<file path="config.mk">
export PLATFORM = sky130hd
export DESIGN_NAME = catv_riscv_core
export DESIGN_NICKNAME = d
export VERILOG_FILES = /design/src/rtl/catv_riscv_core.sv
export SDC_FILE = /design/constraint.sdc
export NUM_CORES = 2
export LEC_CHECK = 0
export CAP_MARGIN = 15
export CORE_ASPECT_RATIO = 1.2
export CORE_UTILIZATION = 64
export DETAILED_ROUTE_END_ITERATION = 10
export DONT_BUFFER_PORTS = 1
export PLACE_DENSITY = 0.8
export SLEW_MARGIN = 30
export SYNTH_ARGS = -nofsm -noshare
export SYNTH_HDL_FRONTEND = slang
export SYNTH_SLANG_ARGS = --single-unit
</file>
<file path="constraint.sdc">
create_clock -name clk_i -period 8 [get_ports clk_i]
set_clock_uncertainty 0.15 [all_clocks]
set_input_delay 1.6 -clock clk_i [delete_from_list [all_inputs] [get_ports clk_i]]
set_output_delay 1.6 -clock clk_i [all_outputs]
set_load 0.005 [all_outputs]
</file>
<file path="src/rtl/catv_riscv_core.sv">
// catv_riscv_core -- minimal multi-cycle RV32I hart, one instruction in flight.
//
// Optional feature macro: CATV_CSR_EN
//   defined   : CSRRW/S/C (+imm forms) read mhartid, (m)cycle and (m)instret;
//               CSR writes are ignored.
//   undefined : every CSR instruction halts the hart; no counters exist.
//
// Ports:
//   clk_i, rst_i                 clock, synchronous active-high reset
//   insn_addr_o / insn_valid_o   fetch request (address = PC)
//   insn_ready_i                 fetch request accepted
//   insn_data_i / insn_rvalid_i  fetched word and its valid strobe
//   data_addr_o                  exact (possibly unaligned) load/store address
//   data_wen_o                   1 = store, 0 = load
//   data_wdata_o / data_strb_o   LSB-aligned store data and byte enables
//   data_valid_o / data_ready_i  data request handshake
//   data_rdata_i / data_rvalid_i LSB-aligned load response
//   hartid_i                     20-bit hart id (zero-extended for mhartid)
module catv_riscv_core #(
    parameter logic [31:0] BOOT_ADDR = 32'h0000_0180
) (
    input  logic        clk_i,
    input  logic        rst_i,
    output logic [31:0] insn_addr_o,
    output logic        insn_valid_o,
    input  logic        insn_ready_i,
    input  logic [31:0] insn_data_i,
    input  logic        insn_rvalid_i,
    output logic [31:0] data_addr_o,
    output logic        data_wen_o,
    output logic [31:0] data_wdata_o,
    output logic [3:0]  data_strb_o,
    input  logic        data_rvalid_i,
    input  logic [31:0] data_rdata_i,
    output logic        data_valid_o,
    input  logic        data_ready_i,
    input  logic [19:0] hartid_i
);
    typedef enum logic [2:0] {S_FETCH, S_IWAIT, S_EXEC, S_MEM, S_DWAIT, S_HALT} state_t;

    localparam logic [6:0] OP_LUI = 7'h37, OP_AUIPC = 7'h17, OP_JAL = 7'h6F, OP_JALR = 7'h67;
    localparam logic [6:0] OP_BR = 7'h63, OP_LD = 7'h03, OP_ST = 7'h23, OP_IMM = 7'h13;
    localparam logic [6:0] OP_REG = 7'h33, OP_FENCE = 7'h0F, OP_SYS = 7'h73;

    state_t      state_q, state_d;
    logic [31:0] pc_q, pc_d, ir_q, ir_d;
    logic [31:0] addr_q, addr_d, wdata_q, wdata_d;
    logic [3:0]  strb_q, strb_d;
    logic        wen_q, wen_d;
    logic [31:0] rf_q [32];

    logic        wb_en, retire, illegal, insn_vld, data_vld;
    logic [31:0] wb_data;

    function automatic logic [31:0] alu(input logic [2:0] f3, input logic alt,
                                        input logic [31:0] a, input logic [31:0] b);
        logic [4:0] sh;
        sh = b[4:0];
        case (f3)
            3'b000:  alu = alt ? a - b : a + b;
            3'b001:  alu = a << sh;
            3'b010:  alu = {31'b0, $signed(a) < $signed(b)};
            3'b011:  alu = {31'b0, a < b};
            3'b100:  alu = a ^ b;
            3'b101:  alu = alt ? $unsigned($signed(a) >>> sh) : a >> sh;
            3'b110:  alu = a | b;
            default: alu = a & b;
        endcase
    endfunction

    function automatic logic br_taken(input logic [2:0] f3, input logic [31:0] a,
                                      input logic [31:0] b);
        case (f3)
            3'b000:  br_taken = (a == b);
            3'b001:  br_taken = (a != b);
            3'b100:  br_taken = ($signed(a) < $signed(b));
            3'b101:  br_taken = ($signed(a) >= $signed(b));
            3'b110:  br_taken = (a < b);
            3'b111:  br_taken = (a >= b);
            default: br_taken = 1'b0;
        endcase
    endfunction

    function automatic logic [31:0] load_ext(input logic [2:0] f3, input logic [31:0] d);
        case (f3)
            3'b000:  load_ext = {{24{d[7]}}, d[7:0]};
            3'b001:  load_ext = {{16{d[15]}}, d[15:0]};
            3'b100:  load_ext = {24'b0, d[7:0]};
            3'b101:  load_ext = {16'b0, d[15:0]};
            default: load_ext = d;
        endcase
    endfunction

    // Strobes are never shifted by the address; memory realigns.
    function automatic logic [3:0] size_strb(input logic [1:0] sz);
        case (sz)
            2'b00:   size_strb = 4'b0001;
            2'b01:   size_strb = 4'b0011;
            default: size_strb = 4'b1111;
        endcase
    endfunction

    logic [6:0]  opcode, funct7;
    logic [2:0]  funct3;
    logic [4:0]  rd;
    logic [31:0] rs1_v, rs2_v, imm_i, imm_s, imm_b, imm_u, imm_j, pc_plus4;

    assign opcode   = ir_q[6:0];
    assign rd       = ir_q[11:7];
    assign funct3   = ir_q[14:12];
    assign funct7   = ir_q[31:25];
    assign rs1_v    = rf_q[ir_q[19:15]];
    assign rs2_v    = rf_q[ir_q[24:20]];
    assign imm_i    = {{20{ir_q[31]}}, ir_q[31:20]};
    assign imm_s    = {{20{ir_q[31]}}, ir_q[31:25], ir_q[11:7]};
    assign imm_b    = {{19{ir_q[31]}}, ir_q[31], ir_q[7], ir_q[30:25], ir_q[11:8], 1'b0};
    assign imm_u    = {ir_q[31:12], 12'b0};
    assign imm_j    = {{11{ir_q[31]}}, ir_q[31], ir_q[19:12], ir_q[20], ir_q[30:21], 1'b0};
    assign pc_plus4 = pc_q + 32'd4;

`ifdef CATV_CSR_EN
    logic [31:0] cycle_q, instret_q, csr_rdata;

    always_ff @(posedge clk_i) begin
        if (rst_i) begin
            cycle_q   <= '0;
            instret_q <= '0;
        end else begin
            cycle_q <= cycle_q + 32'd1;
            if (retire) instret_q <= instret_q + 32'd1;
        end
    end

    always_comb begin
        case (ir_q[31:20])
            12'hF14:          csr_rdata = {12'b0, hartid_i};
            12'hB00, 12'hC00: csr_rdata = cycle_q;
            12'hB02, 12'hC02: csr_rdata = instret_q;
            default:          csr_rdata = '0;
        endcase
    end
`else
    logic unused_hartid;
    assign unused_hartid = ^hartid_i;
`endif

    always_comb begin
        state_d  = state_q;
        pc_d     = pc_q;
        ir_d     = ir_q;
        addr_d   = addr_q;
        wdata_d  = wdata_q;
        strb_d   = strb_q;
        wen_d    = wen_q;
        wb_en    = 1'b0;
        wb_data  = '0;
        retire   = 1'b0;
        illegal  = 1'b0;
        insn_vld = 1'b0;
        data_vld = 1'b0;
        case (state_q)
            S_FETCH: begin
                insn_vld = 1'b1;
                if (insn_ready_i) state_d = S_IWAIT;
            end
            S_IWAIT: begin
                if (insn_rvalid_i) begin
                    ir_d    = insn_data_i;
                    state_d = S_EXEC;
                end
            end
            S_EXEC: begin
                // Default is a retiring non-memory instruction; memory ops and
                // illegal encodings override below.
                state_d = S_FETCH;
                pc_d    = pc_plus4;
                retire  = 1'b1;
                case (opcode)
                    OP_LUI:   begin wb_en = 1'b1; wb_data = imm_u; end
                    OP_AUIPC: begin wb_en = 1'b1; wb_data = pc_q + imm_u; end
                    OP_JAL: begin
                        wb_en = 1'b1; wb_data = pc_plus4; pc_d = pc_q + imm_j;
                    end
                    OP_JALR: begin
                        illegal = (funct3 != 3'b000);
                        wb_en = 1'b1; wb_data = pc_plus4;
                        pc_d = (rs1_v + imm_i) & ~32'd1;
                    end
                    OP_BR: begin
                        illegal = (funct3[2:1] == 2'b01);
                        if (br_taken(funct3, rs1_v, rs2_v)) pc_d = pc_q + imm_b;
                    end
                    OP_LD, OP_ST: begin
                        if (opcode == OP_LD)
                            illegal = (funct3 == 3'b011) || (funct3[2:1] == 2'b11);
                        else
                            illegal = funct3[2] || (funct3[1:0] == 2'b11);
                        addr_d  = rs1_v + ((opcode == OP_LD) ? imm_i : imm_s);
                        wen_d   = (opcode == OP_ST);
                        wdata_d = rs2_v;
                        strb_d  = size_strb(funct3[1:0]);
                        pc_d    = pc_q;
                        retire  = 1'b0;
                        state_d = S_MEM;
                    end
                    OP_IMM: begin
                        illegal = ((funct3 == 3'b001) && (funct7 != 7'h00)) ||
                                  ((funct3 == 3'b101) && (funct7 != 7'h00) && (funct7 != 7'h20));
                        wb_en   = 1'b1;
                        wb_data = alu(funct3, (funct3 == 3'b101) && ir_q[30], rs1_v, imm_i);
                    end
                    OP_REG: begin
                        illegal = !((funct7 == 7'h00) ||
                                    ((funct7 == 7'h20) && ((funct3 == 3'b000) || (funct3 == 3'b101))));
                        wb_en   = 1'b1;
                        wb_data = alu(funct3, ir_q[30], rs1_v, rs2_v);
                    end
                    OP_FENCE: illegal = (funct3[2:1] != 2'b00);
`ifdef CATV_CSR_EN
                    // funct3 0 (ECALL/EBREAK) and 4 (reserved) are not CSR ops.
                    OP_SYS: begin
                        illegal = (funct3[1:0] == 2'b00);
                        wb_en   = 1'b1;
                        wb_data = csr_rdata;
                    end
`endif
                    default: illegal = 1'b1;
                endcase
                if (illegal) begin
                    state_d = S_HALT;
                    pc_d    = pc_q;
                    wb_en   = 1'b0;
                    retire  = 1'b0;
                    addr_d  = addr_q;
                    wen_d   = wen_q;
                    wdata_d = wdata_q;
                    strb_d  = strb_q;
                end
            end
            S_MEM: begin
                data_vld = 1'b1;
                if (data_ready_i) begin
                    if (wen_q) begin
                        pc_d    = pc_plus4;
                        retire  = 1'b1;
                        state_d = S_FETCH;
                    end else begin
                        state_d = S_DWAIT;
                    end
                end
            end
            S_DWAIT: begin
                if (data_rvalid_i) begin
                    wb_en   = 1'b1;
                    wb_data = load_ext(funct3, data_rdata_i);
                    pc_d    = pc_plus4;
                    retire  = 1'b1;
                    state_d = S_FETCH;
                end
            end
            default: state_d = S_HALT;
        endcase
    end

    always_ff @(posedge clk_i) begin
        if (rst_i) begin
            state_q <= S_FETCH;
            pc_q    <= BOOT_ADDR;
            ir_q    <= '0;
            addr_q  <= '0;
            wdata_q <= '0;
            strb_q  <= '0;
            wen_q   <= 1'b0;
            for (int i = 0; i < 32; i++) rf_q[i] <= '0;
        end else begin
            state_q <= state_d;
            pc_q    <= pc_d;
            ir_q    <= ir_d;
            addr_q  <= addr_d;
            wdata_q <= wdata_d;
            strb_q  <= strb_d;
            wen_q   <= wen_d;
            if (wb_en && (rd != 5'd0)) rf_q[rd] <= wb_data;
        end
    end

    // Requests are suppressed while reset is held, even once the state is FETCH.
    assign insn_valid_o = insn_vld && !rst_i;
    assign data_valid_o = data_vld && !rst_i;
    assign insn_addr_o  = pc_q;
    assign data_addr_o  = addr_q;
    assign data_wen_o   = wen_q;
    assign data_wdata_o = wdata_q;
    assign data_strb_o  = strb_q;
endmodule

</file>
==> flow_summary.toml, run 1 <==
[status]
outcome = "aborted with a tool error"
flow.stopped_at = "5_1_grt"
firstError = "[ERROR GRT-0116] Global routing finished with congestion. Check the congestion regions in the DRC Viewer."

[logic_synthesis]
synth_commonest_cells = "nor2_1 (1,142), edfxtp_1 (1,024), a21oi_1 (723), mux2i_1 (676), nand2_1 (574)"
ys_ff_latch = 1168
yosysWarnings = 0
async_flop_share = 0
synthCells = 8436
synth_area_mm2 = 0.0844
netlist.area_leader.share = 0.364
seq_area_frac_synth = 0.398
synth_area_leaders = "edfxtp_1 (36%), mux4_2 (9.5%), mux2i_1 (8.0%), nor2_1 (5.1%), a21oi_1 (4.3%)"
synth.most_common_cell = "nor2_1"
synth_cell_type_count = 112
synth_edf_count = 1024
ys.flop_type = "edfxtp_1"
avgSynthCellArea_um2 = 10.0
synth_top_area_cell = "edfxtp_1"

[global_route]
grt_pass1_vias = 93200
grt_use_total = 0.803
grt_pass1_wl_um = 755000
grt_max_degree = 162
overflow = 188

[floorplanning]
fp-row-count = 145
ios = 193
fp.dieW_um = 334
initial_core_util = 0.647
die_h_um = 400

[clock_network]
cts_setup_buffers = 0
root_buffer = "clkbuf_16"
cts_buffer_depth = 3
cts_max_level = 3
cts_num_sinks = 1168
hold_buffers = 0
postCtsResizedCells = 1
numCtsBuffers = 109

[place]
routabilityCongestion = 1.18
port_buffers = 0
dpl.hpwl_um = 314000
dpl.cell_count = 9782
-- metrics by stage --
stage                     hold WS, ns   util  setup WS, ns  area (um^2)
after floorplan                 0.298      -         0.781        84500
after global placement          0.306  0.669         0.442        87300
after detailed placement        0.313  0.670         0.395        87400
after CTS                       0.320  0.700         0.318        91300
-- layer usage --
metal  overflow  global-route usage
met4         88               0.778
met2         77               0.937
met5          1               0.459
met1         17               0.811
met3          5               0.677
-- kinds of logic after synthesis --
logic type,synth area share
AO/OA/AOI/OAI,0.179
XOR/XNOR,0.0155
adder cells (fa/ha/maj),0.0434
buffers and inverters,0.0505
flip-flops,0.398
multiplexers,0.186
other,0.0000444
AND/OR/NAND/NOR,0.127
==> inputs of run 2 (changes only) <==
CORE_ASPECT_RATIO = not set   (was 1.2)
CORE_UTILIZATION = 40   (was 64)
PLACE_DENSITY = not set   (was 0.8)
PLACE_DENSITY_LB_ADDON = 0.15   (was not set)
==> run 2 against run 1 <==
The run now ends clean. Area after synthesis stayed put. Synthesized cell count is the same.
==> flow_summary.toml, run 2 <==
[status]
outcome = "completed"

[job]
maxCapViolCount = 0

[logic_synthesis]
ys_ff_latch = 1168
synth_area_mm2 = 0.0844
yosysWarnings = 0
netlist.area_leader.share = 0.364
avgSynthCellArea_um2 = 10.0
synth_edf_count = 1024
async_flop_share = 0
synth_xor_xnor_area_share = 0.0155
muxShareOfSynthArea = 0.186
synth_cell_type_count = 112
yosys.area_share.adder = 0.0434
synthCells = 8436
seq_area_frac_synth = 0.398
yosys.area_share.simple = 0.127
synth_commonest_cells = "nor2_1 (1,142), edfxtp_1 (1,024), a21oi_1 (723), mux2i_1 (676), nand2_1 (574)"
synth.most_common_cell = "nor2_1"
synth_top_family_by_area = "multiplexers"
synth_compound_area_frac = 0.179
synth_area_leaders = "edfxtp_1 (36%), mux4_2 (9.5%), mux2i_1 (8.0%), nor2_1 (5.1%), a21oi_1 (4.3%)"
ys.flop_type = "edfxtp_1"
synth_top_area_cell = "edfxtp_1"

[timing]
finalMaxSlewViolations = 0
whs_ns = 0.313
hold_violations = 0
timing.final.crit_period_ns = 7.75
fmax_mhz = 129
worst-slew-pin-transition_ns = 1.17
rsz0062_at_grt = "false"
timing.final.crit_share = 0.968
setup_tns_ns = 0
slew_headroom = 0.219
setup_viol = 0

[layout]
final_common_cell = "nor2_1"
design_area_mm2 = 0.0954
layout_common_cells = "nor2_1 (1,131), edfxtp_1 (1,024), a21oi_1 (717)"
nets = 8817
final_core_util = 0.455
largest_reg_flops = 1024
areaGrowthSynthToFinish_pct = 13.0
layout-drive-gt1-share = 0.178
top_register = "rf_q"

[floorplanning]
die_h_um = 461
dieArea_mm2 = 0.213
fp-row-count = 168
ios = 193
core-area_mm2 = 0.210
initial_core_util = 0.403
fp.dieW_um = 461

[global_route]
overflow = 0
grt_pass1_wl_um = 671000
grt_use_total = 0.464
grt_pass1_vias = 76100
grt_max_degree = 162
antenna_found_initial = 40

[drt]
wire_per_inst_um = 44.5
top_layer = "met5"
firstDrtPassIters = 9
dr_wl_met2_um = 213000
drt-met1-wl_um = 188000
via_per_inst = 7.13
vias = 81000
drc = 0
drt_iter0_markers = 13700
dr_wl_met3_um = 62900
drt_wl_total_um = 506000
final_antenna_net_count = 0

[worst_setup_path]
critPathCaptureType = "flip-flop"
cp_max_fo = 31
crit_arrival_ns = 8.11
worstPathCellList = "nand4bb_4 -> o22ai_1 -> nor4_2 -> nand3_1 -> inv_1 -> buf_4 -> ha_1 -> nor3_1 -> nor4b_1 -> a21oi_1 -> a21oi_1 -> a2111oi_0 -> buf_4 -> o41ai_1 -> mux2i_1 -> buf_12 -> nor3_1 -> o2111ai_1 -> buf_4 -> o21ai_2 -> buf_12 -> a21oi_1"
r2r_slack_ns = 0.25
criticalPathCategory = "flip-flop to flip-flop"
slowest_delay_ns = 0.85
cp_slowest_cell = "nor4_2"
crit_path_start_kind = "flip-flop"
r2r_cells = 22
reg2reg_to = "rf_q[27][28]"
required_ns = 8.37

[min_path]
worst_hold_path.endpoint = "data_addr_o[20]"
min_path_cells = 2
hold_path.class = "flip-flop to flip-flop"
worstHoldStart = "data_addr_o[20]"

[clock_network]
clk_latency_ns = 0.87
numCtsBuffers = 136
postCtsResizedCells = 0
cts_num_sinks = 1168
root_buffer = "clkbuf_16"
cts_max_level = 4
clkTransAtPathRegs_ns = 0.06
cts_buffer_depth = 3
tritoncts = "yes"
cts_setup_buffers = 0
hold_buffers = 0

[power]
powerDensity_mw_per_mm2 = 314
peakVddDrop_mv = 0.269
cellLeakagePower_uw = 0.0322

[place]
port_buffers = 0
place_area_mm2 = 0.0910
routabilityCongestion = 1.04
dpl.hpwl_um = 357000
[run 2: metrics by stage]
step                std cells  setup WS (ns)  power (uW)
detailed placement      11100          0.419       22900
global route            11400         0.0919       30400
CTS                     11300          0.392       29200
finish                  11400          0.253       30000
floorplan                8468          0.781       15200
global placement        11100          0.324       23000
[run 2: critical path, delay by kind of cell (launching register included)]
kind / cells / cell delay, ns
AO/OA/AOI/OAI: 8 / 1.83
adder cells (fa/ha/maj): 1 / 0.27
flip-flops: 1 / 0.79
AND/OR/NAND/NOR: 6 / 2.96
multiplexers: 1 / 0.20
buffers and inverters: 6 / 1.17
[run 2: logic make-up (layout without fill, tap and decap cells)]
kind of cell | count (synthesis) | in the layout
adders and majority gates | 288 | 288
and+or+nand+nor | 2423 | 2423
buffers and inverters | 982 | 1059
muxes | 1114 | 1114
other | 1 | 47
AOI/OAI and AO/OA | 2311 | 2311
xor gates and xnor gates | 149 | 149
DFF | 1168 | 1168
[run 2: final cells by class]
| class | instances | area, um^2 |
|---|---|---|
| fill | 19900 | 114000 |
| multi-input combinational | 6318 | 47300 |
| tap | 2805 | 3510 |
| antenna | 14 | 35.0 |
| sequential | 1168 | 33700 |
| clock buffer | 166 | 3570 |
| timing repair buffer | 651 | 5840 |
| inverter | 164 | 619 |
| clock inverter | 78 | 856 |
[run 2: worst max path at each step]
stage,from,endpoint,slack [ns],depth (start not counted)
detailed placement,flip-flop,rf_q[1][28],0.42,25
global placement,flip-flop,rf_q[3][28],0.32,25
floorplan,flip-flop,insn_addr_o[26],0.78,22
finish,flip-flop,rf_q[27][28],0.25,22
CTS,flip-flop,rf_q[31][28],0.39,25
global route,flip-flop,rf_q[27][28],0.09,23
[run 2: metal layers]
metal | vias to the layer above | GRT usage
li1 | 32100 | -
met1 | 40800 | 0.586
met2 | 6508 | 0.680
met3 | 1595 | 0.135
met4 | 42 | 0.325
met5 | - | 0
[run 2: where the power goes]
group	leakage (uW)	switching [uW]	internal [uW]	total, uW
logic	0.0184	11400	5050	16400
clock network	0.00216	2850	3520	6360
registers	0.0117	345	6850	7190
No activity file was read; power rests on OpenSTA's default activity.
